<file path="src/rtl/sr_drv_pkg.sv">
// Shared types for the SR latch command driver: FSM states and command encoding.
package sr_drv_pkg;

   typedef enum logic [1:0] {
      IDLE  = 2'd0,
      SETUP = 2'd1,
      PULSE = 2'd2,
      HOLD  = 2'd3
   } state_t;

   typedef enum logic [1:0] {
      CMD_NONE = 2'b00,
      CMD_SET  = 2'b01,
      CMD_CLR  = 2'b10
   } cmd_t;

   // Simultaneous set and clear edges are ambiguous and produce no command.
   function automatic cmd_t arbitrate(input logic set_rise, input logic clr_rise);
      cmd_t c;
      c = CMD_NONE;
      if (set_rise && !clr_rise) c = CMD_SET;
      if (clr_rise && !set_rise) c = CMD_CLR;
      return c;
   endfunction

endpackage

</file>
<file path="src/rtl/sr_debounce.sv">
// Two-flop synchroniser, stability counter and single-cycle rising-edge pulse for one request line.
module sr_debounce #(
   parameter int unsigned DEBOUNCE_CYCLES = 4,
   parameter int unsigned CNT_W           = 8
) (
   input  logic clk,
   input  logic rst_n,
   input  logic req_i,
   output logic rise_o
);

   logic             meta_q, sync_q;
   logic             filt_q, filt_d;
   logic             rise_q, rise_d;
   logic [CNT_W-1:0] cnt_q, cnt_d;

   // Filtered level follows the synchronised level only after it has differed long enough.
   always_comb begin
      cnt_d  = '0;
      filt_d = filt_q;
      rise_d = 1'b0;
      if (sync_q != filt_q) begin
         if (cnt_q == CNT_W'(DEBOUNCE_CYCLES - 1)) begin
            filt_d = sync_q;
            rise_d = sync_q;
         end else begin
            cnt_d = cnt_q + CNT_W'(1);
         end
      end
   end

   // Synchroniser and debounce state.
   always_ff @(posedge clk) begin
      if (!rst_n) begin
         meta_q <= 1'b0;
         sync_q <= 1'b0;
         filt_q <= 1'b0;
         rise_q <= 1'b0;
         cnt_q  <= '0;
      end else begin
         meta_q <= req_i;
         sync_q <= meta_q;
         filt_q <= filt_d;
         rise_q <= rise_d;
         cnt_q  <= cnt_d;
      end
   end

   assign rise_o = rise_q;

endmodule

</file>
<file path="src/rtl/sr_latch_driver.sv">
// Turns debounced set/clear requests into well-formed gated SR latch writes (setup, EN pulse, hold).
module sr_latch_driver
   import sr_drv_pkg::*;
#(
   parameter int unsigned DEBOUNCE_CYCLES = 4,
   parameter int unsigned EN_PULSE        = 2,
   parameter int unsigned CNT_W           = 8
) (
   input  logic clk,
   input  logic rst_n,
   input  logic set_req,
   input  logic clr_req,
   output logic S,
   output logic R,
   output logic EN,
   output logic busy,
   output logic q_model,
   output logic conflict
);

   logic set_rise, clr_rise;

   cmd_t             cmd_q, cmd_d;
   logic             conflict_q, conflict_d;
   state_t           state_q, state_d;
   cmd_t             cur_q, cur_d;
   cmd_t             slot_q, slot_d;
   cmd_t             pending;
   logic [CNT_W-1:0] pcnt_q, pcnt_d;
   logic             qm_q, qm_d;
   logic             s_q, s_d, r_q, r_d, en_q, en_d, busy_q, busy_d;

   sr_debounce #(.DEBOUNCE_CYCLES(DEBOUNCE_CYCLES), .CNT_W(CNT_W)) u_db_set (
      .clk    (clk),
      .rst_n  (rst_n),
      .req_i  (set_req),
      .rise_o (set_rise)
   );

   sr_debounce #(.DEBOUNCE_CYCLES(DEBOUNCE_CYCLES), .CNT_W(CNT_W)) u_db_clr (
      .clk    (clk),
      .rst_n  (rst_n),
      .req_i  (clr_req),
      .rise_o (clr_rise)
   );

   // Edge arbitration into a one-cycle command strobe; conflicts latch until reset.
   always_comb begin
      cmd_d      = arbitrate(set_rise, clr_rise);
      conflict_d = conflict_q | (set_rise & clr_rise);
   end

   // Write sequencer: next state, pending slot, pulse counter, model and registered latch drives.
   always_comb begin
      state_d = state_q;
      cur_d   = cur_q;
      slot_d  = slot_q;
      pcnt_d  = pcnt_q;
      qm_d    = qm_q;
      pending = (cmd_q != CMD_NONE) ? cmd_q : slot_q;

      if (state_q != IDLE && cmd_q != CMD_NONE) slot_d = cmd_q;

      case (state_q)
         IDLE: begin
            if (cmd_q != CMD_NONE) begin
               state_d = SETUP;
               cur_d   = cmd_q;
            end
         end
         SETUP: begin
            state_d = PULSE;
            pcnt_d  = '0;
         end
         PULSE: begin
            if (pcnt_q == CNT_W'(EN_PULSE - 1)) state_d = HOLD;
            else                                pcnt_d  = pcnt_q + CNT_W'(1);
         end
         HOLD: begin
            qm_d   = (cur_q == CMD_SET);
            slot_d = CMD_NONE;
            if (pending != CMD_NONE) begin
               state_d = SETUP;
               cur_d   = pending;
            end else begin
               state_d = IDLE;
               cur_d   = CMD_NONE;
            end
         end
         default: state_d = IDLE;
      endcase

      s_d    = (state_d != IDLE) && (cur_d == CMD_SET);
      r_d    = (state_d != IDLE) && (cur_d == CMD_CLR);
      en_d   = (state_d == PULSE);
      busy_d = (state_d != IDLE);
   end

   // State and output registers.
   always_ff @(posedge clk) begin
      if (!rst_n) begin
         cmd_q      <= CMD_NONE;
         conflict_q <= 1'b0;
         state_q    <= IDLE;
         cur_q      <= CMD_NONE;
         slot_q     <= CMD_NONE;
         pcnt_q     <= '0;
         qm_q       <= 1'b0;
         s_q        <= 1'b0;
         r_q        <= 1'b0;
         en_q       <= 1'b0;
         busy_q     <= 1'b0;
      end else begin
         cmd_q      <= cmd_d;
         conflict_q <= conflict_d;
         state_q    <= state_d;
         cur_q      <= cur_d;
         slot_q     <= slot_d;
         pcnt_q     <= pcnt_d;
         qm_q       <= qm_d;
         s_q        <= s_d;
         r_q        <= r_d;
         en_q       <= en_d;
         busy_q     <= busy_d;
      end
   end

   assign S        = s_q;
   assign R        = r_q;
   assign EN       = en_q;
   assign busy     = busy_q;
   assign q_model  = qm_q;
   assign conflict = conflict_q;

endmodule

</file>
<file path="config.mk">
export PLATFORM = sky130hd
export DESIGN_NAME = sr_latch_driver
export DESIGN_NICKNAME = d
export VERILOG_FILES = /design/src/rtl/sr_drv_pkg.sv /design/src/rtl/sr_debounce.sv /design/src/rtl/sr_latch_driver.sv
export SDC_FILE = /design/constraint.sdc
export NUM_CORES = 1
export LEC_CHECK = 0
export ABC_CLOCK_PERIOD_IN_PS = 1900
export CAP_MARGIN = 20
export CORE_UTILIZATION = 35
export DETAILED_ROUTE_END_ITERATION = 10
export GPL_ROUTABILITY_DRIVEN = 0
export PLACE_DENSITY = 0.61
export SLEW_MARGIN = 10
export SYNTH_ARGS = -nofsm -noshare
export SYNTH_HDL_FRONTEND = slang
export SYNTH_HIERARCHICAL = 1
export SYNTH_SLANG_ARGS = --single-unit
</file>
<file path="constraint.sdc">
create_clock -name clk -period 1.9 [get_ports clk]
set_clock_uncertainty 0.1 [all_clocks]
set_input_delay 0.38 -clock clk [delete_from_list [all_inputs] [get_ports clk]]
set_output_delay 0.38 -clock clk [all_outputs]
set_load 0.01 [all_outputs]
</file>
==> flow_summary.json <==
{
  "grtUsageTotal_pct": 12.9,
  "n_fill_cell": 556,
  "dp_hpwl_mm": 2.44,
  "hold_path.class": "flop to flop",
  "holdPathEnd": "u_db_clr/sync_q",
  "syn_nets": 229,
  "vias_per_cell": 4.93,
  "cap_violations": 0,
  "antenna_found_initial": 0,
  "clock_sink_count": 46,
  "io_buffers": 9,
  "netlist_top_cells_area": "dfxtp_1, ha_1, nor2_1",
  "p_int_w": 0.00168,
  "finalCriticalPeriod_ns": 1.85,
  "wl_per_cell_um": 11.2,
  "synth_edf_count": 0,
  "whs_path_depth": 1,
  "rrSetupSlack_ns": 0.05,
  "start_kind": "flop",
  "swShare_pct": 28.1,
  "die_x_um": 77.3,
  "multi_input_area_mm2": 0.00104,
  "worstSkewPairLatency_ns": 0.29,
  "finalSetupViolations": 0,
  "max_freq_ghz": 0.541,
  "cts_buffer_depth": 2,
  "final_cells": 311,
  "regArea_um2": 922,
  "cp-end-kind": "flop",
  "worstPathRequired_ns": 2.03,
  "synthDominantCellAreaShare_pct": 46.4,
  "violations": "design-rule violations",
  "placed_cell_area_mm2": 0.00220,
  "grt_overflow": 0,
  "cts_tree": "done",
  "yosysMostFrequentCell": "dfxtp_1",
  "drtIter0Drc": 63,
  "htree_levels": 2,
  "hold_viol": 0,
  "yosys_warnings": 6,
  "drive_above_1_share_pct": 10.9,
  "nNetsFinal": 250,
  "r2r_start": "state_q[0]",
  "rsz0062_at_grt": "true",
  "route.detailed.drc": 2,
  "yosysSeqAreaShare_pct": 46.4,
  "worst_pin_slew_ns": 0.376,
  "cts_root_buf": "clkbuf_8",
  "cp_data_arrival_time_ns": 1.98,
  "die_h_um": 77.3,
  "dr.pass1.iters": 7,
  "pwr-share-clk_pct": 29.8,
  "syn_inst": 217,
  "ir_worst_vdd_mv": 0.532,
  "pwr-share-comb_pct": 25.6,
  "r2r_end": "state_q[0]",
  "synth-main-ff-cell": "dfxtp_1",
  "synth_area_per_cell_um2": 9.14,
  "cts_buffers": 5,
  "path_class": "flop to flop",
  "status": "finished with violations",
  "via_count": 1534,
  "tns_ns": 0,
  "grt_pass1_wl_mm": 6.24,
  "syn_area_mm2": 0.00198,
  "r2r_cells": 7,
  "slew-limit-headroom_pct": 74.8,
  "yosysUniqueCellTypes": 38,
  "synth_seq_cells": 46,
  "grt_pass1_vias": 1482,
  "synth_top_area_cell": "dfxtp_1",
  "power.switching_w": 0.000657,
  "seqPwrFrac_pct": 44.6,
  "clkTransAtPathRegs_ns": 0.08,
  "crit_fanout": 4,
  "synth_commonest_cells": "dfxtp_1, nor2_1, o21ai_0, a21oi_1",
  "slew_viol_final": 0,
  "fp.dieArea_mm2": 0.00597,
  "total_leakage_power_nw": 0.834,
  "p_per_area_mw_per_mm2": 998,
  "worstHoldStart": "u_db_clr/meta_q",
  "synthArstFlopShare_pct": 0,
  "design.core.area_mm2": 0.00547,
  "holdBufCountCts": 0,
  "syn2layout_area_growth_pct": 18.3,
  "fin_area_mm2": 0.00235,
  "grt_max_degree": 14,
  "dp.cells": 302,
  "rows": 27,
  "hold_slack_ns": 0.336,
  "n_antenna_cell": 0,
  "start_util_pct": 36.2,
  "finalCritPeriodShare_pct": 97.3,
  "drt-total-wl_mm": 3.48,
  "utilization_pct": 42.9,
  "io_pins": 10,
  "ant_nets": 0
}
## cells by family after synthesis
| group | count (synthesis) | share of synthesized area (%) |
|---|---|---|
| adders and majority gates | 8 | 5.05 |
| and+or+nand+nor | 90 | 25.2 |
| DFF | 46 | 46.4 |
| buffers and inverters | 15 | 3.03 |
| xor gates and xnor gates | 10 | 4.42 |
| AOI/OAI and AO/OA | 48 | 15.9 |
## power by group through the flow
stage	registers [W]	clock network [W]	logic, W
final	0.00104	0.000698	0.000599
after detailed placement	0.00107	0	0.000566
after CTS	0.00104	0.000734	0.000572
after global routing	0.00105	0.000771	0.000668
after global placement	0.00107	0	0.000560
after floorplan	0.00107	0	0.000387
## through the flow
| stage | power (W) | worst slack [ns] |
|---|---|---|
| floorplan | 0.00146 | 0.116 |
| global placement | 0.00163 | 0.0875 |
| detailed placement | 0.00163 | 0.103 |
| CTS | 0.00235 | 0.0570 |
| global route | 0.00249 | -0.0420 |
| finish | 0.00234 | 0.0511 |
## layer usage
metal | global-route usage, % | up-vias | wire [um] | part of all wire, %
met5 | 0 | - | 0 | 0
met4 | 4.15 | 0 | 15 | 0.43
met3 | 3.33 | 2 | 109 | 3.1
met2 | 20.9 | 20 | 1560 | 45
met1 | 16.6 | 710 | 1800 | 52
li1 | - | 802 | - | -
## sequential cells by signal (all words and copies together) (netlist names), 2 cells and up
name	flops
state_q	2
slot_q	2
cur_q	2
cmd_q	2
u_db_clr/cnt_q	8
pcnt_q	8
u_db_set/cnt_q	8
## timing repair
action                                  in CTS  in global routing
buffers inserted                             0                  1
resized for setup                            0                  8
endpoints found under the setup margin       0                  6
## cell usage in the layout (no fill, tap or decap), drive strengths merged, types with 2 or more instances in the layout
cell / synthesis / routed
buf: 1 / 7
nor2: 23 / 23
and2: 6 / 6
nand3: 11 / 11
xor2: 6 / 6
nor3b: 3 / 3
clkbuf: 1 / 7
nor2b: 9 / 9
clkdlybuf4s50: 0 / 9
nand2: 11 / 11
xnor2: 4 / 4
ha: 8 / 8
a21boi: 2 / 2
nor4: 3 / 3
nand4: 2 / 2
nand2b: 3 / 3
or3: 12 / 12
a31oi: 2 / 2
a21oi: 13 / 13
dfxtp: 46 / 46
nand3b: 2 / 2
o21ai: 18 / 18
a2bb2oi: 2 / 2
o211ai: 3 / 3
inv: 12 / 12
or4b: 4 / 4
o41a: 2 / 2
## area by class of cell
cell class | count | share of cell area (%)
timing repair buffer | 16 | 6.08
inverter | 13 | 2.08
clock buffer | 7 | 3.25
multi-input combinational | 156 | 44.2
sequential | 46 | 39.3
tap | 72 | 3.84
clock inverter | 1 | 1.28
## critical path, stage by stage, from the launching register on
cell	delay, ns
dfxtp_1	0.35
inv_1	0.11
ha_1	0.19
or4b_4	0.48
o21ai_2	0.19
buf_4	0.13
o31a_1	0.13
and2_1	0.12
## worst max-delay path by stage
stage | slack, ns | depth (start not counted) | from | end
6_report | 0.05 | 7 | state_q[0] | state_q[0]
5_1_grt | -0.04 | 6 | state_q[0] | R
3_5_place_dp | 0.10 | 6 | pcnt_q[1] | pcnt_q[4]
4_1_cts | 0.06 | 6 | state_q[0] | R
3_3_place_gp | 0.09 | 6 | state_q[0] | S
2_1_floorplan | 0.12 | 7 | state_q[0] | R
No activity file was read; power rests on OpenSTA's default activity.
